`config.mk`:
```
export PLATFORM = sky130hd
export DESIGN_NAME = div_unit
export DESIGN_NICKNAME = d
export VERILOG_FILES = /design/src/rtl/div_unit.sv
export SDC_FILE = /design/constraint.sdc
export NUM_CORES = 1
export LEC_CHECK = 0
export ABC_CLOCK_PERIOD_IN_PS = 6000
export CAP_MARGIN = 20
export CORE_MARGIN = 5
export CORE_UTILIZATION = 58
export CTS_CLUSTER_DIAMETER = 150
export DETAILED_ROUTE_END_ITERATION = 16
export HOLD_SLACK_MARGIN = 0.05
export PLACE_DENSITY = 0.88
export SLEW_MARGIN = 40
export SYNTH_ARGS = -nofsm -noshare
export SYNTH_HDL_FRONTEND = slang
export SYNTH_SLANG_ARGS = --single-unit
```
`constraint.sdc`:
```
create_clock -name clk -period 6 [get_ports clk]
set_input_delay 0.6 -clock clk [delete_from_list [all_inputs] [get_ports clk]]
set_output_delay 0.6 -clock clk [all_outputs]
set_load 0.01 [all_outputs]
```
`src/rtl/div_unit.sv`:
```
// div_unit: multi-cycle restoring 32-bit divider for DIV/DIVU, one quotient bit per cycle.
// Returns {remainder, quotient}; a zero divisor yields an all-zero result.
module div_unit (
  input  logic        clk,
  input  logic        rst,
  input  logic        signed_div_i,
  input  logic [31:0] opdata1_i,
  input  logic [31:0] opdata2_i,
  input  logic        start_i,
  input  logic        annul_i,
  output logic [63:0] result_o,
  output logic        ready_o
);
  typedef enum logic [1:0] {FREE, BYZERO, ON, END} state_t;
  state_t      state;
  logic [5:0]  cnt;
  logic [63:0] w;
  logic [31:0] b_mag, a_mag_in, b_mag_in, rem_nx, q_nx, q_fin, r_fin;
  logic [32:0] diff;
  logic        a_neg, b_neg, sgn, go;
  // The 65-bit working value's top bit is only needed after a step, so it is
  // taken from rem_nx rather than stored.
  always_comb begin
    go       = start_i && !annul_i;
    a_mag_in = signed_div_i && opdata1_i[31] ? -opdata1_i : opdata1_i;
    b_mag_in = signed_div_i && opdata2_i[31] ? -opdata2_i : opdata2_i;
    diff     = {1'b0, w[63:32]} - {1'b0, b_mag};
    rem_nx   = diff[32] ? w[63:32] : diff[31:0];
    q_nx     = {w[30:0], ~diff[32]};
    q_fin    = sgn && (a_neg ^ b_neg) ? -q_nx : q_nx;
    r_fin    = sgn && a_neg ? -rem_nx : rem_nx;
  end
  always_ff @(posedge clk) begin
    if (rst) begin
      state    <= FREE;
      ready_o  <= 1'b0;
      result_o <= '0;
      cnt      <= '0;
      w        <= '0;
      b_mag    <= '0;
      a_neg    <= 1'b0;
      b_neg    <= 1'b0;
      sgn      <= 1'b0;
    end else begin
      case (state)
        FREE: begin
          ready_o  <= 1'b0;
          result_o <= '0;
          if (go) begin
            state <= opdata2_i == 32'd0 ? BYZERO : ON;
            cnt   <= '0;
            b_mag <= b_mag_in;
            a_neg <= opdata1_i[31];
            b_neg <= opdata2_i[31];
            sgn   <= signed_div_i;
            w     <= {31'b0, a_mag_in, 1'b0};
          end
        end
        BYZERO: begin
          state    <= go ? END : FREE;
          ready_o  <= go;
          result_o <= '0;
          cnt      <= '0;
        end
        ON: begin
          if (!go) begin
            state    <= FREE;
            ready_o  <= 1'b0;
            result_o <= '0;
            cnt      <= '0;
          end else begin
            w   <= {rem_nx[30:0], w[31:0], ~diff[32]};
            cnt <= cnt + 6'd1;
            if (cnt == 6'd31) begin
              state    <= END;
              ready_o  <= 1'b1;
              result_o <= {r_fin, q_fin};
            end
          end
        end
        END: begin
          if (!start_i) begin
            state    <= FREE;
            ready_o  <= 1'b0;
            result_o <= '0;
          end
        end
        default: state <= FREE;
      endcase
    end
  end
endmodule

```
Word-level counts from Yosys, hierarchy flattened --
Cells that the tools add are included.
Word-level totals: bits in read-only memories 0, memory bits (writable) 0, word-level logic and storage cells 67, bits in registers 172, latch bits 0, memories kept 0
Operators by class: multiply operators 0, bitwise logic cells 2, magnitude comparators 0, muxes and demuxes 26, shift-type cells 0, add/subtract/negate cells 6, equality and inequality tests 8, divide/modulo/power cells 0, reduce and logical (&&, ||, !) cells 16
Operators by type and width (number):
- $mux W64 | 5
- $pmux W64 S3 | 1
- $mux W32 | 5
- $neg A32 Y32 | 4
- $pmux W64 S2 | 1
- $sub A32 B32 Y33 | 1
- $logic_not A32 Y1 | 1
- $pmux W6 S3 | 1
- $mux W2 | 6
- $mux W6 | 2
- $pmux W2 S4 | 1
- $add A6 B1 Y6 const B | 1
- $eq A6 B5 Y1 const B | 1
- $ne A2 B2 Y1 const B | 3
- $reduce_and A2 Y1 | 3
- $reduce_and A3 Y1 | 2
- $logic_and A1 B1 Y1 | 5
- $eq A2 B2 Y1 const B | 2
- $pmux W1 S4 | 1
- $mux W1 | 3
- $ne A3 B3 Y1 const B | 1
- $reduce_bool A3 Y1 | 1
- $eq A2 B1 Y1 const B | 1
- $logic_not A2 Y1 | 1
- 5 further kinds | 5

Depth between registers and ports, before layout --
Gate-level depths: netlist of run 1.
depth in word-level cells 7, mapped depth 22, gate-level depth less buffers 19

Least setup slack after synthesis of run 1 --
OpenSTA, ideal clock, no wires.
path type flip-flop to flip-flop, from reg w[32], to reg result_o[62], data required time 5.883 ns, buffers on the path 3, library setup time 0.117 ns, slack 1.418 ns, stages on the path, launching flop included 23, data arrival time 4.465 ns, cells stage by stage dfxtp_1 > inv_1 > ha_1 > fa_1 > nand2b_1 > a211oi_4 > o31ai_4 > a21oi_2 > or3_4 > buf_6 > buf_6 > clkbuf_1 > nand2_1 > o21ai_0 > ha_1 > nor3b_1 > nand3b_1 > nor4_1 > o211ai_1 > nor4_1 > o211ai_1 > xnor2_1 > a22o_1
Between the ends: cells in the longest elaborated chain, start to end 7
RTL lines:
- start, declared | line 17 | logic [63:0] w;
- start signal, assigned | line 56 | w <= {31'b0, a_mag_in, 1'b0};
- start signal, assigned | line 72 | w <= {rem_nx[30:0], w[31:0], ~diff[32]};
- $sub A32 B32 Y33 | line 27 | diff = {1'b0, w[63:32]} - {1'b0, b_mag};
- $mux W32 (*) | line 28 | rem_nx = diff[32] ? w[63:32] : diff[31:0];
- $neg A32 Y32 | line 31 | r_fin = sgn && a_neg ? -rem_nx : rem_nx;
- $mux W32 (*) | line 31
- $mux W64 (*) | line 74 | if (cnt == 6'd31) begin
- $mux W64 (*) | line 66 | if (!go) begin
- $pmux W64 S3 (*) | line 45 | case (state)
- end signal, assigned | line 77 | result_o <= {r_fin, q_fin};
- end, declared | line 11 | output logic [63:0] result_o,
Mark *: on every way between the ends. The rest lies on a longest branch, timed or not. The select of a mux whose other input is x is not followed. A chain may end at the register's enable or synchronous reset.

Worst setup path in the final report of run 1 --
Ends and elaborated chain as after synthesis.

==> flow_summary.yaml, run 1 <==
critical_path:
  r2r_setup_slack_ns: 0.85
  worstSetupStartpointType: "flop"
  r2r-end: "result_o[62]$_SDFFE_PP0P_"
  slowest_cell_on_crit_path: "sky130_fd_sc_hd__nor4_1"
  critical_path_class: "flop to flop"
  timing.critical_path.cells: "inv_1 > ha_1 > fa_1 > nand2b_1 > a211oi_4 > o31ai_4 > a21oi_2 > or3_4 > nand2_1 > o21ai_0 > ha_1 > nor3b_1 > nand3b_1 > nor4_1 > o211ai_1 > nor4_1 > o211ai_1 > xnor2_1 > a22o_1"
  crit_path_max_fanout: 35
  arrival_ns: 5.49
  worstPathBufferInverterCount: 1
  timing.critical_path.required_ns: 6.34
  capturing_element_type_of_the_critical_path: "flop"
  worst_r2r_path_depth: 19
  family_with_the_most_delay_on_the_worst_path: "simple AND/OR/NAND/NOR gates"
  reg2reg_from: "w[32]$_SDFFE_PP0P_"
  worst_path_largest_cell_delay_ns: 0.54
placement:
  count_of_port_buffers_added_during_placement: 133
  detailedPlacementHpwl_um: 26200
  dpl_cell_area_sq_um: 13300
  place_worst_setup_slack_ns: 1.08
  place_inst: 1939
  place_congestion: 0.988
grt:
  grt_pass1_vias: 11500
  all_layer_gr_usage_pct: 29.0
  grt_overflow: 0
  wire_length_of_the_first_global_routing_pass_um: 57500
  number_of_antenna_violations_at_the_first_check_in_global_routing: 0
  grt_max_degree: 78
finish:
  layout.area.seq_sq_um: 3440
  final_design_area_excluding_fillers_sq_um: 13900
  antennaDiodeCount: 0
  filler_cell_count: 1686
  multiInputGateArea_sq_um: 7930
  final_layout_size_suffix_gt1_share_pct: 5.11
  finish.net_count: 1799
  stdcell_count: 1971
  area_growth_pct: 16.2
outcome:
  outcome: "completed"
detailed_routing:
  firstDrtPassIters: 7
  met1_layer_wirelength_in_the_final_routing_um: 15600
  remaining_antenna_violation_count: 0
  drt_iter0_drc: 1170
  route.detailed.vias_per_inst: 6.31
  route.detailed.wl_per_inst_um: 18.2
  met3WireLength_um: 2400
  route.detailed.drc: 0
  drt_wl_total_um: 35900
  topRoutingLayerUsed: "met4"
  num_vias: 12400
  detailroute.wirelength.met2_um: 16700
logic_synthesis:
  yosysTopAreaCell: "sky130_fd_sc_hd__dfxtp_1"
  synth_top_flop_cell: "sky130_fd_sc_hd__dfxtp_1"
  dominant_combinational_cell_family_by_area_after_synthesis: "compound AO/OA/AOI/OAI gates"
  synth_adder_area_share_pct: 4.45
  synth_simple_gate_area_share_pct: 23.8
  synthArstFlopShare_pct: 0
  yosys_warnings: 0
  ys_ff_latch: 172
  synth_top_area_share_pct: 28.8
  synth-seq-area-share_pct: 28.8
  syn_nets: 1732
  syn-cell-area_sq_um: 12000
  post_synth_main_area_contributors: "sky130_fd_sc_hd__dfxtp_1, sky130_fd_sc_hd__nand2_1, sky130_fd_sc_hd__nor2_1"
  synthMostInstantiatedCell: "sky130_fd_sc_hd__nand2_1"
  synth_top_cells_by_count: "sky130_fd_sc_hd__nand2_1, sky130_fd_sc_hd__nor2_1, sky130_fd_sc_hd__dfxtp_1, sky130_fd_sc_hd__a21oi_1, sky130_fd_sc_hd__o21ai_0"
  synth-xor-area-share_pct: 9.29
  syn_inst: 1621
  synth_cell_types: 82
  synth.avg_cell_area_sq_um: 7.38
  synthMuxAreaShare_pct: 1.04
  synth_edf_count: 0
  synth_compound_area_share_pct: 27.3
timing:
  drv_slew: 0
  finalSetupViolCount: 0
  relSlewSlack_pct: 42.9
  timing.final.crit_share_pct: 85.8
  f_max_ghz: 0.194
  finalClockSkew_ns: 0.0135
  worst-slew-pin-transition_ns: 0.851
  finalSetupTns_ns: 0
  unrepaired_setup_endpoints_after_global_routing: "no"
  final_critical_path_setup_slack_ns: 0.852
  timing_hold_violations_final: 0
  final.min_clock_period_ns: 5.15
clocking:
  ctsResizeCount: 0
  postCtsHoldBufs: 0
  path_clk_slew_ns: 0.08
  worstSkewPairLatency_ns: 0.45
  cts-root-to-sink-buffers: 2
  clock_sink_count: 172
  tritoncts: "yes"
  htree_levels: 4
  cts.repair_timing.setup_buffer_count: 0
  cts-root-buf: "sky130_fd_sc_hd__clkbuf_16"
  cts_inserted_buffers: 17
floorplanning:
  die_area_sq_um: 23600
  die_h_um: 154
  io_pins: 134
  horizontal_die_dimension_um: 154
  core_sq_um: 20300
  initial_utilization_pct: 59.0
  fp-row-count: 52
worst_hold_path:
  hold_class: "flop to flop"
  whs_endpoint: "result_o[29]$_SDFFE_PP0P_"
  min_delay_path_depth: 2
  hold_path_startpoint: "result_o[29]$_SDFFE_PP0P_"
run:
  maxCapViolCount: 0
power:
  vdd_drop_max_uv: 405
  power.density_cell_area_nw_per_um2: 315
  power_leakage_nw: 5.16
  totalPowerFinal_mw: 4.38
-- metal layers --
layer	vias to the layer above	global-route usage [%]
li1	5924	-
met1	5845	38.6
met2	569	47.5
met3	107	4.08
met4	0	11.5
met5	-	0
-- power by group --
part           total [mW]  switching, mW  internal, mW
clock                1.10          0.537         0.564
combinational        1.94           1.26         0.685
sequential           1.34         0.0991          1.24
total                4.38           1.90          2.49
-- kinds of logic (layout without fill, tap and decap cells) --
| logic type | count (synthesis) | after routing |
|---|---|---|
| adders and majority gates | 42 | 42 |
| AOI/OAI and AO/OA | 499 | 499 |
| DFF | 172 | 172 |
| xor gates and xnor gates | 127 | 127 |
| muxes | 12 | 12 |
| and+or+nand+nor | 617 | 617 |
| buffers and inverters | 152 | 232 |
-- worst max path at each step --
stage / start / to / slack [ns] / depth (start not counted)
after floorplan: w[32]$_SDFFE_PP0P_ / result_o[62]$_SDFFE_PP0P_ / 1.42 / 22
after global placement: w[32]$_SDFFE_PP0P_ / result_o[62]$_SDFFE_PP0P_ / 1.25 / 19
after detailed placement: w[32]$_SDFFE_PP0P_ / result_o[62]$_SDFFE_PP0P_ / 1.08 / 19
after CTS: w[32]$_SDFFE_PP0P_ / result_o[62]$_SDFFE_PP0P_ / 1.0 / 19
after global routing: w[32]$_SDFFE_PP0P_ / result_o[62]$_SDFFE_PP0P_ / 0.50 / 19
final: w[32]$_SDFFE_PP0P_ / result_o[62]$_SDFFE_PP0P_ / 0.85 / 19
-- stage by stage --
stage	hold WS (ns)	utilization, %
after global routing	0.489	68.5
after detailed placement	0.445	65.7
after floorplan	0.432	-
after CTS	0.457	68.5
after global placement	0.435	65.6
final	0.453	68.5
-- cells in the final DEF, fill, tap and decap left out, types with 23 or more instances in the layout --
cell type / instances
sky130_fd_sc_hd__a211oi_1: 35
sky130_fd_sc_hd__a21oi_1: 144
sky130_fd_sc_hd__a22oi_1: 53
sky130_fd_sc_hd__clkdlybuf4s50_1: 132
sky130_fd_sc_hd__dfxtp_1: 172
sky130_fd_sc_hd__ha_1: 40
sky130_fd_sc_hd__inv_1: 56
sky130_fd_sc_hd__nand2_1: 215
sky130_fd_sc_hd__nor2_1: 197
sky130_fd_sc_hd__nor3_1: 28
sky130_fd_sc_hd__nor4_1: 23
sky130_fd_sc_hd__o21ai_0: 107
sky130_fd_sc_hd__or3_1: 25
sky130_fd_sc_hd__xnor2_1: 67
sky130_fd_sc_hd__xor2_1: 60
-- state kept, by name (all words and copies together), names as in the netlist --
register  count
sgn           1
b_mag        32
state         2
cnt           6
a_neg         1
ready_o       1
b_neg         1
w            64
result_o     64
-- final cells by class --
type	instances	share of cell area, %
clock buffers	18	3.16
clock inverters	14	1.03
inverters	57	1.56
multi-input cells	1297	57.0
flip-flops and latches	172	24.8
well taps	270	2.43
repair buffers	143	10.1
-- tightest hold or removal path: stages (launching register included) --
cell,delay (ns)
sky130_fd_sc_hd__dfxtp_1,0.32
sky130_fd_sc_hd__nand2_1,0.05
sky130_fd_sc_hd__o21ai_1,0.05
Power figures use the tool's default switching activity.
==> run 2: changes to the inputs <==
--- a/config.mk
+++ b/config.mk
@@ -5,7 +5,7 @@
 export SDC_FILE = /design/constraint.sdc
 export NUM_CORES = 1
 export LEC_CHECK = 0
-export ABC_CLOCK_PERIOD_IN_PS = 6000
+export ABC_CLOCK_PERIOD_IN_PS = 5200
 export CAP_MARGIN = 20
 export CORE_MARGIN = 5
 export CORE_UTILIZATION = 58
==> constraint.sdc (replaced) <==
create_clock -name clk -period 5.2 [get_ports clk]
set_input_delay 0.52 -clock clk [delete_from_list [all_inputs] [get_ports clk]]
set_output_delay 0.52 -clock clk [all_outputs]
set_load 0.01 [all_outputs]
==> flow_summary.yaml, run 2 (synthesis results as in run 1) <==
clocking:
  clock_sink_count: 172
  cts_inserted_buffers: 17
  cts-root-to-sink-buffers: 2
  path_clk_slew_ns: 0.07
  tritoncts: "yes"
  htree_levels: 4
  worstSkewPairLatency_ns: 0.45
  postCtsHoldBufs: 0
  cts-root-buf: "sky130_fd_sc_hd__clkbuf_16"
timing:
  finalSetupTns_ns: 0
  final.min_clock_period_ns: 4.75
  worst-slew-pin-transition_ns: 0.806
  drv_slew: 0
  relSlewSlack_pct: 46.1
  f_max_ghz: 0.210
  finalClockSkew_ns: 0.0129
  whs_ns: 0.448
  timing.final.crit_share_pct: 91.4
  unrepaired_setup_endpoints_after_global_routing: "no"
  finalSetupViolCount: 0
  timing_hold_violations_final: 0
placement:
  detailedPlacementHpwl_um: 26700
  place_congestion: 0.954
  count_of_port_buffers_added_during_placement: 133
floorplanning:
  die_h_um: 154
  initial_utilization_pct: 59.0
  die_area_sq_um: 23600
  fp-row-count: 52
  io_pins: 134
  core_sq_um: 20300
  horizontal_die_dimension_um: 154
detailed_routing:
  drt_iter0_drc: 1122
  num_vias: 12400
  route.detailed.vias_per_inst: 6.27
  drt_wl_total_um: 36400
  route.detailed.wl_per_inst_um: 18.4
  route.detailed.drc: 0
  firstDrtPassIters: 6
  remaining_antenna_violation_count: 0
critical_path:
  worst_r2r_path_depth: 19
  capturing_element_type_of_the_critical_path: "flop"
  family_with_the_most_delay_on_the_worst_path: "simple AND/OR/NAND/NOR gates"
  slowest_cell_on_crit_path: "sky130_fd_sc_hd__nor4_1"
  worst_path_largest_cell_delay_ns: 0.45
  timing.critical_path.cells: "inv_1 > ha_1 > fa_1 > nand2b_1 > a211oi_4 > o31ai_4 > a21oi_2 > or3_4 > nand2_1 > o21ai_0 > ha_1 > nor3b_2 > nand3b_1 > nor4_1 > o211ai_1 > nor4_1 > o211ai_1 > xnor2_1 > a22o_1"
  r2r_setup_slack_ns: 0.45
  r2r-end: "result_o[62]$_SDFFE_PP0P_"
  timing.critical_path.required_ns: 5.54
  worstPathBufferInverterCount: 1
  crit_path_max_fanout: 6
  critical_path_class: "flop to flop"
  worstSetupStartpointType: "flop"
  arrival_ns: 5.09
  reg2reg_from: "w[32]$_SDFFE_PP0P_"
finish:
  antennaDiodeCount: 0
  mostFrequentLayoutCells: "sky130_fd_sc_hd__nand2_1, sky130_fd_sc_hd__nor2_1, sky130_fd_sc_hd__dfxtp_1, sky130_fd_sc_hd__a21oi_1, sky130_fd_sc_hd__clkdlybuf4s50_1"
  final_layout_size_suffix_gt1_share_pct: 5.40
  multiInputGateArea_sq_um: 7930
  reg.largest.list: "result_o: 64 flops, w: 64 flops, b_mag: 32 flops"
  filler_cell_count: 1670
  final_common_cell: "sky130_fd_sc_hd__nand2_1"
  area_growth_pct: 16.5
  layout.area.seq_sq_um: 3440
  finish.net_count: 1803
run:
  maxCapViolCount: 0
worst_hold_path:
  hold_path_startpoint: "result_o[57]$_SDFFE_PP0P_"
  min_delay_path_depth: 2
  hold_class: "flop to flop"
  whs_endpoint: "result_o[57]$_SDFFE_PP0P_"
grt:
  wire_length_of_the_first_global_routing_pass_um: 58800
  grt_max_degree: 86
  grt_overflow: 0
  number_of_antenna_violations_at_the_first_check_in_global_routing: 1
  all_layer_gr_usage_pct: 29.7
  grt_pass1_vias: 11500
power:
  power.density_cell_area_nw_per_um2: 365
  power_leakage_nw: 5.18
  vdd_drop_max_uv: 513
outcome:
  outcome: "completed"
==> run 2: layout make-up <==
| cell class | count | share of cell area [%] |
|---|---|---|
| Multi-Input combinational cell | 1297 | 56.9 |
| Sequential cell | 172 | 24.7 |
| Inverter | 57 | 1.55 |
| Clock buffer | 17 | 3.05 |
| Tap cell | 270 | 2.42 |
| Timing Repair Buffer | 147 | 10.3 |
| Clock inverter | 14 | 1.10 |
==> run 2: how the worst max path moves through the flow <==
| stage | start | to | slack, ns | depth (start not counted) |
|---|---|---|---|---|
| 3_5_place_dp | w[32]$_SDFFE_PP0P_ | result_o[62]$_SDFFE_PP0P_ | 0.46 | 19 |
| 2_1_floorplan | w[32]$_SDFFE_PP0P_ | result_o[62]$_SDFFE_PP0P_ | 0.62 | 22 |
| 3_3_place_gp | w[32]$_SDFFE_PP0P_ | result_o[62]$_SDFFE_PP0P_ | 0.65 | 19 |
| 4_1_cts | w[32]$_SDFFE_PP0P_ | result_o[62]$_SDFFE_PP0P_ | 0.41 | 19 |
| 6_report | w[32]$_SDFFE_PP0P_ | result_o[62]$_SDFFE_PP0P_ | 0.45 | 19 |
| 5_1_grt | w[32]$_SDFFE_PP0P_ | result_o[62]$_SDFFE_PP0P_ | 0.23 | 19 |
==> run 2: worst register-to-register path: stages (launching register included) <==
cell	delay [ns]
sky130_fd_sc_hd__dfxtp_1	0.40
sky130_fd_sc_hd__inv_1	0.09
sky130_fd_sc_hd__ha_1	0.24
sky130_fd_sc_hd__fa_1	0.41
sky130_fd_sc_hd__nand2b_1	0.23
sky130_fd_sc_hd__a211oi_4	0.35
sky130_fd_sc_hd__o31ai_4	0.12
sky130_fd_sc_hd__a21oi_2	0.21
sky130_fd_sc_hd__or3_4	0.22
sky130_fd_sc_hd__nand2_1	0.06
sky130_fd_sc_hd__o21ai_0	0.13
sky130_fd_sc_hd__ha_1	0.23
sky130_fd_sc_hd__nor3b_2	0.29
sky130_fd_sc_hd__nand3b_1	0.15
sky130_fd_sc_hd__nor4_1	0.45
sky130_fd_sc_hd__o211ai_1	0.15
sky130_fd_sc_hd__nor4_1	0.39
sky130_fd_sc_hd__o211ai_1	0.16
sky130_fd_sc_hd__xnor2_1	0.17
sky130_fd_sc_hd__a22o_1	0.20
==> run 2: routing by layer <==
layer	track usage [%]	routed length [um]	vias up
met2	48.4	17000	565
met1	39.6	15500	5761
li1	-	-	5928
met4	10.3	1180	2
met3	5.37	2750	118
met5	0	13	-
==> run 2: stage by stage <==
| step | worst slack, ns | std cells | total power [mW] | area [sq um] | util, % |
|---|---|---|---|---|---|
| global placement | 0.651 | 1943 | 3.72 | 13300 | 65.7 |
| floorplan | 0.618 | 1621 | 3.19 | 12000 | - |
| global route | 0.233 | 1974 | 5.38 | 13900 | 68.7 |
| CTS | 0.406 | 1974 | 5.03 | 13900 | 68.6 |
| detailed placement | 0.458 | 1943 | 3.77 | 13400 | 65.8 |
| finish | 0.445 | 1974 | 5.09 | 13900 | 68.7 |
==> run 2: repair_timing <==
item / 4_1_cts / 5_1_grt
endpoints found under the setup margin: 0 / 1
hold endpoints to repair: 0 / 0
setup buffers: 0 / 0
gates resized for setup: 0 / 1
==> run 2: where the power goes <==
part           switching, mW  internal [mW]  leakage, nW
Combinational           1.48          0.793         3.51
Sequential             0.113           1.43         1.39
Clock                  0.628          0.639        0.280
